`config.mk`:
```
export PLATFORM = sky130hd
export DESIGN_NAME = pipe_dest_tracker
export DESIGN_NICKNAME = d
export VERILOG_FILES = /design/src/rtl/pipe_dest_tracker_pkg.sv /design/src/rtl/pipe_dest_tracker_stage.sv /design/src/rtl/pipe_dest_tracker.sv
export SDC_FILE = /design/constraint.sdc
export NUM_CORES = 1
export LEC_CHECK = 0
export BUFFER_PORTS_ARGS = -buffer_cell sky130_fd_sc_hd__buf_4
export CORE_UTILIZATION = 52
export DETAILED_ROUTE_END_ITERATION = 12
export PLACE_DENSITY = 0.89
export SYNTH_ARGS = -nofsm -noshare
export SYNTH_HDL_FRONTEND = slang
export SYNTH_SLANG_ARGS = --single-unit
```
`constraint.sdc`:
```
create_clock -name clk -period 4 [get_ports clk]
set_input_delay 0.2 -clock clk [delete_from_list [all_inputs] [get_ports clk]]
set_output_delay 0.2 -clock clk [all_outputs]
set_load 0.01 [all_outputs]
```
`src/rtl/pipe_dest_tracker_pkg.sv`:
```
// pipe_dest_tracker_pkg: shared widths, stage tag type and register one-hot helper
package pipe_dest_tracker_pkg;
  localparam int REG_W = 4;
  localparam int NUM_REGS = 2 ** REG_W;
  typedef struct packed {
    logic [REG_W-1:0] dest;
    logic             wb_en;
  } stage_tag_t;
  localparam stage_tag_t TAG_NONE = '0;
  function automatic logic [NUM_REGS-1:0] onehot(input logic [REG_W-1:0] r);
    onehot = '0;
    onehot[r] = 1'b1;
  endfunction
endpackage

```
`src/rtl/pipe_dest_tracker_stage.sv`:
```
// dest_stage_reg: one pipeline tag register with hold and bubble-clear
module dest_stage_reg
  import pipe_dest_tracker_pkg::*;
(
  input  logic             clk,
  input  logic             rst,
  input  logic             hold,
  input  logic             clear,
  input  logic [REG_W-1:0] d_dest,
  input  logic             d_wb_en,
  output logic [REG_W-1:0] q_dest,
  output logic             q_wb_en
);
  stage_tag_t tag_d, tag_q;
  // hold wins over clear; a cleared entry is a zero-dest bubble
  always_comb tag_d = hold ? tag_q : clear ? TAG_NONE : '{dest: d_dest, wb_en: d_wb_en};
  // tag register, reset to an empty entry
  always_ff @(posedge clk) tag_q <= rst ? TAG_NONE : tag_d;
  assign q_dest  = tag_q.dest;
  assign q_wb_en = tag_q.wb_en;
endmodule

```
`src/rtl/pipe_dest_tracker.sv`:
```
// pipe_dest_tracker: in-flight destination tags ID->EXE->MEM->WB with bubbles, freeze and debug counters
module pipe_dest_tracker
  import pipe_dest_tracker_pkg::*;
#(
  parameter int CNT_W = 16
) (
  input  logic                clk,
  input  logic                rst,
  input  logic                freeze,
  input  logic                hazard,
  input  logic                flush,
  input  logic [REG_W-1:0]    ID_dest,
  input  logic                ID_wb_en,
  input  logic                ID_mem_r_en,
  output logic [REG_W-1:0]    EXE_dest,
  output logic                EXE_wb_en,
  output logic                EXE_mem_r_en,
  output logic [REG_W-1:0]    MEM_dest,
  output logic                MEM_wb_en,
  output logic [REG_W-1:0]    WB_dest,
  output logic                WB_wb_en,
  output logic [NUM_REGS-1:0] pending,
  output logic [CNT_W-1:0]    bubble_cnt
);
  logic             bubble;
  logic             mem_r_en_d, mem_r_en_q;
  logic [CNT_W-1:0] cnt_d, cnt_q;
  assign bubble = hazard | flush;
  dest_stage_reg u_exe (
    .clk(clk), .rst(rst), .hold(freeze), .clear(bubble),
    .d_dest(ID_dest), .d_wb_en(ID_wb_en),
    .q_dest(EXE_dest), .q_wb_en(EXE_wb_en)
  );
  dest_stage_reg u_mem (
    .clk(clk), .rst(rst), .hold(freeze), .clear(1'b0),
    .d_dest(EXE_dest), .d_wb_en(EXE_wb_en),
    .q_dest(MEM_dest), .q_wb_en(MEM_wb_en)
  );
  dest_stage_reg u_wb (
    .clk(clk), .rst(rst), .hold(freeze), .clear(1'b0),
    .d_dest(MEM_dest), .d_wb_en(MEM_wb_en),
    .q_dest(WB_dest), .q_wb_en(WB_wb_en)
  );
  // load flag lives only in EXE; it is dropped on the hop to MEM
  always_comb mem_r_en_d = freeze ? mem_r_en_q : bubble ? 1'b0 : ID_mem_r_en;
  // one count per bubbled cycle, saturating at all-ones
  always_comb cnt_d = (freeze || !bubble || &cnt_q) ? cnt_q : cnt_q + 1'b1;
  // EXE load flag and bubble counter registers
  always_ff @(posedge clk) begin
    mem_r_en_q <= rst ? 1'b0 : mem_r_en_d;
    cnt_q      <= rst ? '0 : cnt_d;
  end
  assign EXE_mem_r_en = mem_r_en_q;
  assign bubble_cnt   = cnt_q;
  assign pending = (EXE_wb_en ? onehot(EXE_dest) : '0) | (MEM_wb_en ? onehot(MEM_dest) : '0);
endmodule

```
==> results.md <==
- Vias in the first global route: 1384
- Synthesized flop and latch total: 32
- Die area: 3350 sq um
- IO Pins: 59
- Area of the multi-input gates: 937 sq um
- # H-tree levels: 2
- Pwr dens: 305 nW/um^2
- Critical Path RT: 4.23 ns
- Core box area: 2850 sq um
- CTS Hold Bufs: 0
- Gate Count Post-Synth: 185
- Drt first pass iters: 9
- Worst Setup SP: bubble_cnt[9]
- Filler Cell Count: 218
- CTS root buffer: clkbuf_4
- Max-slew headroom: 47.6%
- Largest net degree at the start of global routing: 32
- Hold Path Class: input port to flop
- Max IR drop VDD: 0.339 mV
- Worst skew pair latency: 0.33 ns
- GRT Residual Overflow: 0
- Type of element launching the critical path: flop
- Leakage: 0.000894 uW
- Fin Hold WS: 0.103 ns
- Slew of the pin with the lowest slew margin: 0.780 ns
- Sequential standard cell area: 641 sq um
- Die width: 57.9 microns
- DIE HEIGHT: 57.9 microns
- Max Fclk: 453 MHz
- Hold path startpoint: ID_mem_r_en
- Mapped cell area: 1620 sq um
- Pins Over Slew Limit: 0
- P&R area growth vs syn: 33.4%
- Number of port buffers: 58
- Number of cell rows: 19
- R2R Path Start: bubble_cnt[9]
- CTS Buffer Depth: 2
- Initial core utilization: 56.9%
- Drt drc: 7
- Net Count, Synth: 197
- Post-DP HPWL: 2870 microns
- Aggregate global-route resource usage: 24.2%
- WL final: 3980 microns
- Worst path max stage delay: 0.77 ns
- Initial antenna violation count: 0
- Top FF cell, synth: dfxtp_1
- Diode count: 0
- RSZ-0062 raised after global routing: no
- Post-synth EDFFs: 0
- CP top delay family: simple AND/OR/NAND/NOR gates
- Avg Vias per Cell: 6.00
- CTS Buf Count: 5
- Final setup viols: 0
- DRT iter0 DRCs: 109
- Critical path fanouts, max: 12
- Register area share after synthesis: 39.4%
- Detail Route Antenna Nets: 0
- Async S/R FF share, synth: 0%
- Minimum clock period: 2.21 ns
- Synthesized area per cell: 8.78 sq um
- Max cap viols: 0
- Wirelength per Cell: 14.4 microns
- Setup TNS: 0 ns
- Number of cells upsized or downsized after cts: 0
- First-pass GRT wire length: 6220 microns
- Critical path type: flop to flop
- Worst EP arrival: 2.43 ns
- Crit path buf inv count: 1
- Worst path cell trace: nand4_1 > nor4_2 > buf_4 > nor4_1 > mux2_2
- Worst setup skew after layout: 0.0102 ns
- # clock sinks: 32
- RD Place Congestion: 0.949
- Hold Vio Cnt, Final: 0
- Crit. End Element: flop
- CTS tree: done
- Synth warn: 0
- Fraction of layout cells with a size suffix above 1: 32.2%
- Post CTS Setup Buffer Count: 0
- Fin crit share: 55.1%
- Via count: 1657
- Nets: 256
- CP max stage cell: nor4_2
- Status: finished, violations left
- Post-synth cell types: 35
- Failing checks: DRC
- Clock slew at reported path FFs: 0.10 ns
## stage by stage
stage	cell area [sq um]	total power, uW	setup WS (ns)	instances	util [%]
after floorplan	1620	372	2.09	185	-
after global placement	2070	394	1.87	268	72.6
after detailed placement	2070	395	1.83	268	72.6
after CTS	2170	665	1.81	276	75.9
after global routing	2170	688	1.64	276	75.9
final	2170	660	1.79	276	75.9
## report_power, final
part,total (uW),internal (uW),switching [uW]
Combinational,56.8,27.3,29.5
Sequential,332,324,7.79
Clock,271,166,105
## metal layers
layer / part of all wire (%) / vias up / GRT usage, %
met5: 0 / - / 0
met4: 1.4 / 0 / 9.18
met3: 7.6 / 8 / 6.92
met2: 45 / 57 / 37.9
met1: 46 / 767 / 31.8
li1: - / 825 / -
## final cells by class
type                    count  area share [%]
flip-flops and latches     32            29.6
well taps                  31            1.79
clock inverters             1            1.39
multi-input cells         143            43.3
clock buffers               7            3.00
repair buffers             59            20.5
inverters                   3           0.520
## worst reg2reg max path, cell delays in order, from the launching register on
cell and delay, ns:
dfxtp_1 0.47, nand4_1 0.26, nor4_2 0.77, buf_4 0.28, nor4_1 0.06, mux2_2 0.27
## worst paths after layout
kind / slack, ns / cells past startpoint / to
worst max-delay path: 1.79 / 5 / bubble_cnt[5]
worst min-delay path: 0.10 / 3 / EXE_mem_r_en
worst min register to register: 0.51 / 2 / EXE_mem_r_en
worst max register to register: 1.79 / 5 / bubble_cnt[5]
## cell families (layout without fill, tap and decap cells)
family                     count (synthesis)  count (layout)  share of synthesized area (%)
buffers and inverters                     10              70                           2.85
AOI/OAI and AO/OA                         40              40                           15.8
DFF                                       32              32                           39.4
and+or+nand+nor                           82              82                           28.5
adders and majority gates                  1               1                          0.770
muxes                                     20              20                           12.6
## flip-flops by register name, summed over array words and instances (netlist names)
| name | cells |
|---|---|
| u_wb.q_wb_en | 1 |
| u_wb.q_dest | 4 |
| bubble_cnt | 16 |
| u_exe.q_wb_en | 1 |
| u_mem.q_dest | 4 |
| u_mem.q_wb_en | 1 |
| u_exe.q_dest | 4 |
| EXE_mem_r_en | 1 |
## synthesized netlist by cell type, drive strengths merged, types with 2 or more instances
cell	count	share of area, %
a21oi	10	3.1
or3	2	0.77
or3b	2	1.1
nand3b	5	2.3
mux2	4	2.8
nand2	5	1.2
or2	3	1.2
or4	8	3.9
dfxtp	32	39
nand4	6	2.3
buf	3	1.2
nor2b	4	1.5
nand3	10	3.1
o22ai	16	6.2
nand2b	5	1.9
o31ai	6	2.8
inv	3	0.69
o21ai	4	1.2
clkbuf	4	0.92
mux2i	16	9.9
nor2	25	5.8
nor4	3	1.5
## placed cells by master, fill, tap and decap left out, types with 6 or more instances in the layout
master,netlist,routed
nand4_1,6,6
dfxtp_1,32,32
o22ai_1,16,16
o31ai_1,6,6
nor2_1,25,25
buf_4,0,59
a21oi_1,10,10
nand3_1,10,10
or4_1,7,7
mux2i_1,16,16
No activity file was read; power rests on OpenSTA's default activity.
